===== src/rtl/halt_rst_ctrl.sv =====
// Halt/reset controller: synchronises reset release, holds fetch idle for a
// boot window, then on an accepted HLT freezes fetch, drains the pipeline and
// raises a sticky hlt until the next reset.
//
// state   | meaning
// --------+--------------------------------------------------------------
// RESET   | boot window; waits RST_HOLD edges of synced reset release
// RUN     | normal fetch; watches for an unstalled, unflushed HLT in ID
// DRAIN   | fetch frozen; counting down PIPE_DEPTH stages after ID
// HALTED  | pipeline empty, hlt asserted; only rst_n leaves this state
module halt_rst_ctrl #(
    parameter int PIPE_DEPTH = 3,
    parameter int RST_HOLD   = 2
) (
    input  logic       clk,
    input  logic       rst_n,
    input  logic       hlt_dec,
    input  logic       stall_in,
    input  logic       flush_in,
    output logic       rst_sync_n,
    output logic       pc_en,
    output logic       if_squash,
    output logic       hlt,
    output logic [1:0] state
);

    typedef enum logic [1:0] {
        ST_RESET  = 2'd0,
        ST_RUN    = 2'd1,
        ST_DRAIN  = 2'd2,
        ST_HALTED = 2'd3
    } state_e;

    localparam logic [3:0] HOLD_LAST  = 4'(RST_HOLD - 1);
    localparam logic [3:0] DRAIN_LOAD = 4'(PIPE_DEPTH - 1);

    logic [1:0] sync_q;
    state_e     state_q;
    logic [3:0] cnt_q;
    logic       hlt_q;
    logic       accept;

    // Reset synchroniser: asserts asynchronously, releases two edges later.
    always_ff @(posedge clk or negedge rst_n) begin
        if (!rst_n) begin
            sync_q <= 2'b00;
        end else begin
            sync_q <= {sync_q[0], 1'b1};
        end
    end

    assign rst_sync_n = sync_q[1];

    // An HLT is taken only when it will really advance out of ID.
    assign accept = (state_q == ST_RUN) & hlt_dec & ~stall_in & ~flush_in;

    // Sequencer: boot hold, HLT acceptance, drain countdown and sticky halt.
    always_ff @(posedge clk or negedge rst_n) begin
        if (!rst_n) begin
            state_q <= ST_RESET;
            cnt_q   <= 4'd0;
            hlt_q   <= 1'b0;
        end else begin
            case (state_q)
                ST_RESET: begin
                    if (rst_sync_n) begin
                        // Saturating compare so an out-of-range count cannot wrap.
                        if (cnt_q >= HOLD_LAST) begin
                            state_q <= ST_RUN;
                            cnt_q   <= 4'd0;
                        end else begin
                            cnt_q <= cnt_q + 4'd1;
                        end
                    end
                end
                ST_RUN: begin
                    if (accept) begin
                        state_q <= ST_DRAIN;
                        cnt_q   <= DRAIN_LOAD;
                    end
                end
                ST_DRAIN: begin
                    if (cnt_q == 4'd0) begin
                        state_q <= ST_HALTED;
                        hlt_q   <= 1'b1;
                    end else begin
                        cnt_q <= cnt_q - 4'd1;
                    end
                end
                ST_HALTED: begin
                    hlt_q <= 1'b1;
                end
                default: begin
                    state_q <= ST_RESET;
                    cnt_q   <= 4'd0;
                    hlt_q   <= 1'b0;
                end
            endcase
        end
    end

    // Fetch runs only in RUN, and is held for the cycle an HLT is accepted.
    assign pc_en     = (state_q == ST_RUN) & ~accept;
    assign if_squash = ~pc_en;
    assign hlt       = hlt_q;
    assign state     = state_q;

endmodule


===== config.mk =====
export PLATFORM = sky130hd
export DESIGN_NAME = halt_rst_ctrl
export DESIGN_NICKNAME = d
export VERILOG_FILES = /design/src/rtl/halt_rst_ctrl.sv
export SDC_FILE = /design/constraint.sdc
export NUM_CORES = 1
export LEC_CHECK = 0
export ABC_CLOCK_PERIOD_IN_PS = 1950
export BUFFER_PORTS_ARGS = -buffer_cell sky130_fd_sc_hd__clkbuf_2
export CAP_MARGIN = 20
export CORE_MARGIN = 2
export CORE_UTILIZATION = 47
export DETAILED_ROUTE_END_ITERATION = 7
export PLACE_DENSITY = 0.71
export SLEW_MARGIN = 25
export SYNTH_ARGS = -nofsm -noshare
export SYNTH_HDL_FRONTEND = slang
export SYNTH_SLANG_ARGS = --single-unit

===== constraint.sdc =====
create_clock -name clk -period 1.95 [get_ports clk]
set_clock_uncertainty 0.15 [all_clocks]
set_input_delay 0.39 -clock clk [delete_from_list [all_inputs] [get_ports clk]]
set_output_delay 0.39 -clock clk [all_outputs]
set_load 0.05 [all_outputs]

After elaboration in Yosys (flattened, before gate mapping)
Cells that the tools add are included.
W data, S select, Z words.
- word-level logic and storage cells: 42
- output and inout port bits: 6
- flip-flop bits (word level): 9
- input port bits: 5
- add/sub/neg operators: 2
- magnitude comparators: 1
- mux-type cells: 12
- equality and inequality tests: 8
- bitwise operators: 8
- reductions and logical operators: 7
- operators by type and width (kind ; count):
    $mux W4 ; 4
    $pmux W4 S3 ; 1
    $ne A2 B2 Y1 const B ; 5
    $mux W2 ; 4
    $pmux W2 S3 ; 1
    $reduce_and A5 Y1 ; 1
    $add A4 B1 Y4 const B ; 1
    $and A1 B1 Y1 ; 4
    $eq A2 B2 Y1 const B ; 2
    $ge A4 B1 Y1 const B ; 1
    $logic_not A4 Y1 ; 1
    $not A1 Y1 ; 4
    $reduce_and A4 Y1 ; 1
    $sub A4 B1 Y4 const B ; 1
    $reduce_bool A3 Y1 ; 1
    $eq A2 B1 Y1 const B ; 1
    $logic_not A2 Y1 ; 1
    $pmux W1 S2 ; 1
    $reduce_and A2 Y1 ; 1
    $reduce_bool A2 Y1 ; 1
    $mux W1 ; 1

Depth between registers and ports, before layout
Gate-level depths: netlist of the first run.
- depth in word-level cells: 7
- mapped depth: 6
- gate-level depth less buffers: 6

Worst setup path after synthesis of the first run
OpenSTA, ideal clock, no wires.
- kind: register -> output
- start point: register state_q[1], in the netlist state[1]
- end point: output port pc_en
- slack: -0.381 ns
- arrival: 1.791 ns
- path buffers: 0
- required time: 1.410 ns
- stages on the path, launching flop included: 5
- cells stage by stage: dfrtp_1 -> inv_1 -> ha_1 -> nand2b_1 -> inv_1
- longest elaborated chain between the ends: 6
- ends and longest elaborated chain (item ; RTL line ; text):
    start: declaration ; 38 ; state_e state_q;
    start signal: assignment ; 60 ; state_q <= ST_RESET;
    start signal: assignment ; 69 ; state_q <= ST_RUN;
    start signal: assignment ; 78 ; state_q <= ST_DRAIN;
    $eq A2 B1 Y1 * ; 55, 103 ;
    $and A1 B1 Y1 (3 in series) ; 55 ; assign accept = (state_q == ST_RUN) & hlt_dec & ~stall_in & ~flush_in;
    $not A1 Y1 ; 103 ; assign pc_en = (state_q == ST_RUN) & ~accept;
    $and A1 B1 Y1 * ; 103 ;
    end: declaration ; 21 ; output logic pc_en,
Every way passes the cells marked *; elsewhere a longest branch is shown, timed or not.

Worst setup path in the final report of the first run
Ends and elaborated chain as after synthesis.

==> flow_metrics.py, run 1 <==
metrics = {
    "run_status": {
        "status": "completed",
    },
    "setup_path": {
        "critPathMaxFanout": 5,
        "cp.required_ns": 1.41,
        "worstSetupPathType": "flip-flop to output port",
        "r2r_slack_ns": 0.08,
        "end_kind": "output port",
        "start_kind": "flip-flop",
        "worstPathArrival_ns": 1.33,
        "max_stage_delay_ns": 0.45,
        "cp_cell_sequence": "inv_2 -> ha_2 -> nand2b_4 -> clkinvlp_4 -> clkbuf_4",
        "cpMaxStageDelayCell": "dfrtp_2",
    },
    "clock_network": {
        "cts_made_buffers": 3,
        "clkTransAtPathRegs_ns": 0.06,
        "cts_buffer_depth": 2,
        "htree_num_levels": 1,
        "clock_latency_ns": 0.26,
        "clock-sinks": 9,
        "cts_tree": "yes",
        "root_buffer": "clkbuf_4",
    },
    "timing": {
        "fin_tns_setup_ns": 0,
        "min_period_ns": 1.87,
        "post-route-period-util_pct": 96.0,
        "grt_setup_unrepaired": "no",
        "fmax_mhz": 534,
        "setup_violations": 0,
        "hold_viol": 0,
        "maxSlewViolCount": 0,
    },
    "synth": {
        "synthTopCellsByArea": "dfrtp_1, ha_1, inv_1",
        "post-synth-top-count-cell": "inv_1",
        "syn_nets": 75,
        "ys_seq_area_share_pct": 36.7,
        "ys_top_cells_by_count": "inv_1, dfrtp_1, ha_1, nand2_1",
        "ys_warn_count": 0,
        "synth_edf_count": 0,
        "ys.flop_type": "dfrtp_1",
        "synth_area_per_cell_um2": 10.1,
        "synth_top_area_cell": "dfrtp_1",
        "synthDistinctLibCells": 27,
        "synth-seq-cells": 9,
        "synth_cells": 61,
        "syn-cell-area_um2": 614,
        "synthArstFlopShare_pct": 100,
        "synth_top_area_share_pct": 36.7,
    },
    "detailed_routing": {
        "drt-initial-drc-count": 12,
        "drt_pass1_iterations": 4,
        "wl_per_cell_um": 12.5,
        "avgViaCountPerCell": 5.16,
        "routed_wl_um": 1160,
        "drc_errors": 0,
        "vias": 480,
        "antenna_left": 0,
    },
    "grt": {
        "antenna_found_initial": 0,
        "grt_pass1_vias": 422,
        "grt_max_degree": 10,
        "overflow": 0,
        "grt_pass1_wl_um": 1840,
        "grt_usage_pct": 17.6,
    },
    "finish": {
        "antenna_cells": 0,
        "fin_cells": 93,
        "fin_nets": 93,
        "syn2layout_area_growth_pct": 27.7,
        "drive_above_1_share_pct": 46.2,
    },
    "floorplanning": {
        "dieHeight_um": 40.2,
        "io_pins": 11,
        "rows": 13,
        "start_util_pct": 49.1,
        "chipWidth_um": 40.2,
        "core_um2": 1250,
        "die_area_um2": 1610,
    },
    "placement": {
        "gp_congestion": 0.844,
        "portBuffers": 10,
        "dpl.hpwl_um": 945,
        "dp_cells": 87,
    },
    "min_path": {
        "min-delay-path-class": "flip-flop to flip-flop",
    },
    "run": {
        "cap_violations": 0,
    },
}
## through the flow
step | hold slack [ns] | worst slack [ns] | utilization (%) | cell area, um^2
detailed placement | 0.107 | 0.0231 | 57.2 | 717
CTS | 0.211 | 0.0118 | 60.3 | 756
global placement | 0.104 | 0.0673 | 57.2 | 717
floorplan | -0.0556 | 0.0107 | - | 641
global route | 0.216 | 0.00811 | 62.6 | 785
finish | 0.205 | 0.0778 | 62.6 | 785
## what timing repair did
action	4_1_cts	5_1_grt
setup endpoints to repair	1	3
buffers inserted	0	1
pin swaps	0	1
hold endpoints to repair	9	0
hold buffers	1	0
resized for setup	1	7
## cell families (layout without fill, tap and decap cells)
group / after synthesis / after routing / share of synthesized area [%]
AOI/OAI and AO/OA: 12 / 12 / 14.1
adders and majority gates: 9 / 9 / 18.3
buffers and inverters: 11 / 28 / 6.72
DFF: 9 / 9 / 36.7
muxes: 4 / 4 / 7.74
other: 1 / 1 / 0.610
and+or+nand+nor: 15 / 15 / 15.9
## metal layers
layer,share of wire [%],track usage [%],vias up
li1,-,-,246
met1,48,24.6,225
met2,48,26.2,9
met3,3.9,5.00,0
met4,0,5.17,0
met5,0,0,-
## flip-flops by register name (all words and copies together) (netlist names)
name / flops
hlt: 1
sync_q: 2
cnt_q: 4
state: 2
## worst paths after layout
kind | cells past startpoint | from | endpoint
max in group asynchronous | 2 | rst_n | state[0]$_DFFE_PN0P_
min in group asynchronous | 2 | rst_n | sync_q[1]$_DFF_PN0_
hold reg to reg | 0 | sync_q[0]$_DFF_PN0_ | sync_q[1]$_DFF_PN0_
setup reg to reg | 5 | state[0]$_DFFE_PN0P_ | cnt_q[0]$_DFFE_PN0P_
setup / recovery | 5 | state[1]$_DFFE_PN0P_ | pc_en
hold / removal | 0 | sync_q[0]$_DFF_PN0_ | sync_q[1]$_DFF_PN0_
## critical path: cells and delay by family (launching register included)
kind                       cells  cell delay (ns)
and+or+nand+nor                1             0.07
DFF                            1             0.45
buffers and inverters          3             0.35
adders and majority gates      1             0.21
## layout by cell type, fill, tap and decap left out, types with 3 or more instances in the layout
master and instances:
nand2_1 3, ha_2 3, clkbuf_2 9, inv_2 4, dfrtp_1 7, ha_1 6, clkbuf_4 4, inv_1 6
## final cells by class
type                       instances  area (um^2)
timing repair buffer              13         77.6
inverter                          11         45.0
fill                             107          468
tap                               15         18.8
sequential                         9          228
clock buffer                       4         26.3
multi-input combinational         41          389
Power of run 1 is not shown: default switching activity piles up to over one toggle a cycle in this logic, so the estimate is an artifact.
==> run 2: changes to the inputs <==
CELL_PAD_IN_SITES_DETAIL_PLACEMENT = 2   (was not set)
CELL_PAD_IN_SITES_GLOBAL_PLACEMENT = 2   (was not set)
CORE_UTILIZATION = 29   (was 47)
PLACE_DENSITY = 0.69   (was 0.71)
==> flow_metrics.py, run 2 (synthesis gave the netlist of run 1 again) <==
metrics = {
    "setup_path": {
        "cp.required_ns": 1.96,
        "start_kind": "flip-flop",
        "reg2reg_depth": 6,
        "critPathMaxFanout": 3,
        "end_kind": "flip-flop",
        "r2r_slack_ns": 0.03,
        "worstPathArrival_ns": 1.92,
        "worstSetupPathType": "flip-flop to flip-flop",
    },
    "floorplanning": {
        "rows": 16,
        "core_um2": 1980,
        "dieHeight_um": 50.0,
        "die_area_um2": 2500,
        "chipWidth_um": 50.0,
        "start_util_pct": 31.0,
        "io_pins": 11,
    },
    "placement": {
        "place_ws_ns": -0.0446,
        "portBuffers": 10,
        "gp_congestion": 0.694,
        "dpl.hpwl_um": 1350,
    },
    "timing": {
        "setup_violations": 0,
        "min_period_ns": 1.92,
        "maxSlewViolCount": 0,
        "fmax_mhz": 522,
        "holdWs_ns": 0.210,
        "fin_ws_ns": 0.0344,
        "post-route-period-util_pct": 98.2,
        "fin_tns_setup_ns": 0,
        "hold_viol": 0,
    },
    "grt": {
        "grt_pass1_vias": 584,
        "grt_max_degree": 10,
        "grt_usage_pct": 15.1,
        "antenna_found_initial": 0,
        "grt_pass1_wl_um": 2790,
        "overflow": 0,
    },
    "finish": {
        "syn2layout_area_growth_pct": 39.7,
        "mostFrequentLayoutCells": "clkbuf_2, buf_4, dfrtp_1",
        "max_flop_register": "cnt_q",
        "fin_nets": 99,
        "antenna_cells": 0,
        "largest_reg_flops": 4,
        "drive_above_1_share_pct": 50.0,
    },
    "detailed_routing": {
        "drt_pass1_iterations": 5,
        "drc_errors": 0,
        "antenna_left": 0,
        "avgViaCountPerCell": 5.04,
        "routed_wl_um": 1990,
        "vias": 559,
        "drt-initial-drc-count": 4,
        "wl_per_cell_um": 17.9,
    },
    "clock_network": {
        "htree_num_levels": 1,
        "clkTransAtPathRegs_ns": 0.07,
        "cts_buffer_depth": 2,
        "clock-sinks": 9,
        "clock_latency_ns": 0.27,
        "cts_made_buffers": 3,
        "root_buffer": "clkbuf_4",
        "cts_tree": "yes",
    },
    "min_path": {
        "whs_path_depth": 0,
        "min-delay-path-class": "flip-flop to flip-flop",
    },
    "run_status": {
        "status": "completed",
    },
    "power_and_ir_drop": {
        "p_per_area_nw_per_um2": 1970,
        "p_leak_nw": 0.407,
        "ir_worst_vdd_v": 0.000923,
    },
    "run": {
        "cap_violations": 0,
    },
}
run 2: per-stage QoR:
stage                     utilization (%)  instance area (um^2)  total power, mW  cells
after floorplan                         -                   641             1.06     61
after global placement               38.4                   762             1.32    103
after detailed placement             38.4                   762             1.37    103
after CTS                            40.7                   807             1.56    108
after global routing                 43.3                   858             1.81    111
final                                43.3                   858             1.69    111
run 2: critical path, cell delays in order (launching register included):
cell	delay [ns]
dfrtp_1	0.41
inv_2	0.10
ha_4	0.13
or3b_1	0.35
a22oi_2	0.22
nand3_2	0.13
mux2_4	0.31
run 2: layer usage:
layer	up-vias	part of all wire [%]	track usage, %	wire, um
met5	-	0	0	0
met1	292	42	17.2	842
met4	0	2.1	4.17	42
li1	256	-	-	-
met2	7	53	27.0	1060
met3	4	2.3	4.55	45
run 2: report_power, final:
part           switching [mW]  internal [mW]  total, mW
registers              0.0812          0.251      0.332
logic                   0.681          0.528       1.21
clock network          0.0742         0.0760      0.150
run 2: final timing paths:
kind                                       from              endpoint
min                         sync_q[0]$_DFF_PN0_   sync_q[1]$_DFF_PN0_
max in group asynchronous                 rst_n  state[0]$_DFFE_PN0P_
max reg2reg                cnt_q[0]$_DFFE_PN0P_  state[1]$_DFFE_PN0P_
min reg2reg                 sync_q[0]$_DFF_PN0_   sync_q[1]$_DFF_PN0_
max                        cnt_q[0]$_DFFE_PN0P_  state[1]$_DFFE_PN0P_
min in group asynchronous                 rst_n  cnt_q[2]$_DFFE_PN0P_
run 2: what timing repair did:
item / 4_1_cts / 5_1_grt
resized for setup: 3 / 7
setup endpoints to repair: 2 / 7
hold buffers: 1 / 0
buffers inserted: 0 / 3
hold endpoints to repair: 9 / 0
pin swaps: 2 / 2
run 2: layout make-up:
class	count	area, um^2
fill	209	1120
multi-input combinational	41	402
sequential	9	228
timing repair buffer	19	123
inverter	11	45.0
tap	27	33.8
clock buffer	3	22.5
clock inverter	1	5.00
(Power assumes the default switching activity.)
==> run 3: changes to the inputs <==
ABC_AREA = 1   (was not set)
CORE_UTILIZATION = 28   (was 29)
PLACE_DENSITY = 0.71   (was 0.69)
==> flow_metrics.py, run 3 <==
metrics = {
    "placement": {
        "portBuffers": 10,
        "gp_congestion": 0.738,
        "dpl.hpwl_um": 1440,
        "dp_cells": 122,
    },
    "setup_path": {
        "worstSetupPathType": "flip-flop to output port",
        "cp_cell_sequence": "inv_2 -> ha_4 -> nand2_4 -> clkinvlp_4 -> clkbuf_4",
        "cpMaxStageDelayCell": "dfrtp_2",
        "start_kind": "flip-flop",
        "max_stage_delay_ns": 0.44,
        "worstPathArrival_ns": 1.32,
        "crit_family": "flip-flops",
        "end_kind": "output port",
        "critPathMaxFanout": 5,
        "cp.required_ns": 1.41,
        "worst-path-buf-inv": 3,
    },
    "timing": {
        "min_period_ns": 1.86,
        "hold_viol": 0,
        "maxSlewViolCount": 0,
        "post-route-period-util_pct": 95.6,
        "grt_setup_unrepaired": "no",
        "fin_tns_setup_ns": 0,
        "holdWs_ns": 0.203,
        "setup_violations": 0,
        "fmax_mhz": 537,
    },
    "clock_network": {
        "clkTransAtPathRegs_ns": 0.06,
        "clock-sinks": 9,
        "cts_buffer_depth": 2,
        "clock_latency_ns": 0.25,
        "cts_tree": "yes",
        "cts_made_buffers": 3,
        "root_buffer": "clkbuf_4",
        "htree_num_levels": 1,
    },
    "synth": {
        "ys.flop_type": "dfrtp_1",
        "ys_warn_count": 0,
        "synthTopCellsByArea": "dfrtp_1, ha_1, nand2_1",
        "synth-seq-cells": 9,
        "synth_edf_count": 0,
        "ys_top_cells_by_count": "nand2_1, inv_1, dfrtp_1, ha_1, nand3_1",
        "synth_top_area_cell": "dfrtp_1",
        "synthArstFlopShare_pct": 100,
        "syn_nets": 98,
        "synth_top_area_share_pct": 33.4,
        "synth_cells": 84,
        "synth_area_per_cell_um2": 8.03,
        "syn-cell-area_um2": 674,
        "ys_seq_area_share_pct": 33.4,
        "post-synth-top-count-cell": "nand2_1",
        "synthDistinctLibCells": 17,
    },
    "detailed_routing": {
        "routed_wl_um": 1630,
        "drt-initial-drc-count": 2,
        "antenna_left": 0,
        "avgViaCountPerCell": 4.75,
        "drt_pass1_iterations": 4,
        "drc_errors": 0,
        "wl_per_cell_um": 12.8,
        "vias": 603,
    },
    "grt": {
        "grt_pass1_vias": 671,
        "grt_pass1_wl_um": 2950,
        "overflow": 0,
        "antenna_found_initial": 0,
        "grt_max_degree": 10,
        "grt_usage_pct": 14.7,
    },
    "floorplanning": {
        "start_util_pct": 29.9,
        "chipWidth_um": 53.1,
        "rows": 17,
        "dieHeight_um": 53.1,
        "die_area_um2": 2820,
        "core_um2": 2250,
        "io_pins": 11,
    },
    "finish": {
        "nFillCells": 283,
        "fin_cells": 127,
        "mostFrequentLayoutCells": "nand2_1, inv_1, clkbuf_2",
        "antenna_cells": 0,
        "max_flop_register": "cnt_q",
        "fin_util_pct": 36.6,
        "syn2layout_area_growth_pct": 22.3,
        "fin_nets": 114,
        "final_common_cell": "nand2_1",
        "drive_above_1_share_pct": 29.3,
        "largest_reg_flops": 4,
    },
    "run_status": {
        "status": "completed",
    },
    "min_path": {
        "min-delay-path-class": "flip-flop to flip-flop",
    },
    "run": {
        "cap_violations": 0,
    },
}
-- run 3: area by class of cell --
type                       instances  area (um^2)  share of cell area [%]
multi-input combinational         61          417                    50.5
tap                               28         35.0                    4.25
sequential                         9          228                    27.6
timing repair buffer              11         62.6                    7.59
clock buffer                       4         26.3                    3.19
inverter                          14         56.3                    6.83
-- run 3: worst paths after layout --
check                                           from  slack [ns]                    to  depth (start not counted)
worst min-delay path             sync_q[0]$_DFF_PN0_        0.20   sync_q[1]$_DFF_PN0_                          0
max in group asynchronous                      rst_n        1.08  state[0]$_DFFE_PN0P_                          2
worst min register to register   sync_q[0]$_DFF_PN0_        0.20   sync_q[1]$_DFF_PN0_                          0
worst max-delay path            state[1]$_DFFE_PN0P_        0.09                 pc_en                          5
min in group asynchronous                      rst_n        0.37   sync_q[1]$_DFF_PN0_                          2
worst max register to register  cnt_q[0]$_DFFE_PN0P_        0.27  state[1]$_DFFE_PN0P_                          8
-- run 3: kinds of logic after synthesis --
family	synth area share [%]
other	0.556
and+or+nand+nor	33.0
DFF	33.4
AOI/OAI and AO/OA	8.54
buffers and inverters	7.79
adders and majority gates	16.7
-- run 3: what timing repair did --
action,CTS,global route
resized for setup,2,1
setup buffers,0,0
pin swaps,0,0
hold buffers,1,0
setup endpoints to repair,2,2
hold endpoints to repair,9,0
-- run 3: stage by stage --
stage	cell area (um^2)	setup WS [ns]
floorplan	691	0.0580
CTS	825	0.00604
finish	825	0.0861
global route	825	0.0105
global placement	776	0.224
detailed placement	776	0.168
-- run 3: routing by layer --
| metal | routed length [um] | vias to the layer above | global-route usage, % |
|---|---|---|---|
| met5 | 0 | - | 0 |
| met4 | 14 | 0 | 7.69 |
| met3 | 45 | 2 | 0.847 |
| met2 | 818 | 8 | 25.0 |
| met1 | 746 | 298 | 18.5 |
| li1 | - | 295 | - |
Power of run 3 is left out for the same reason.
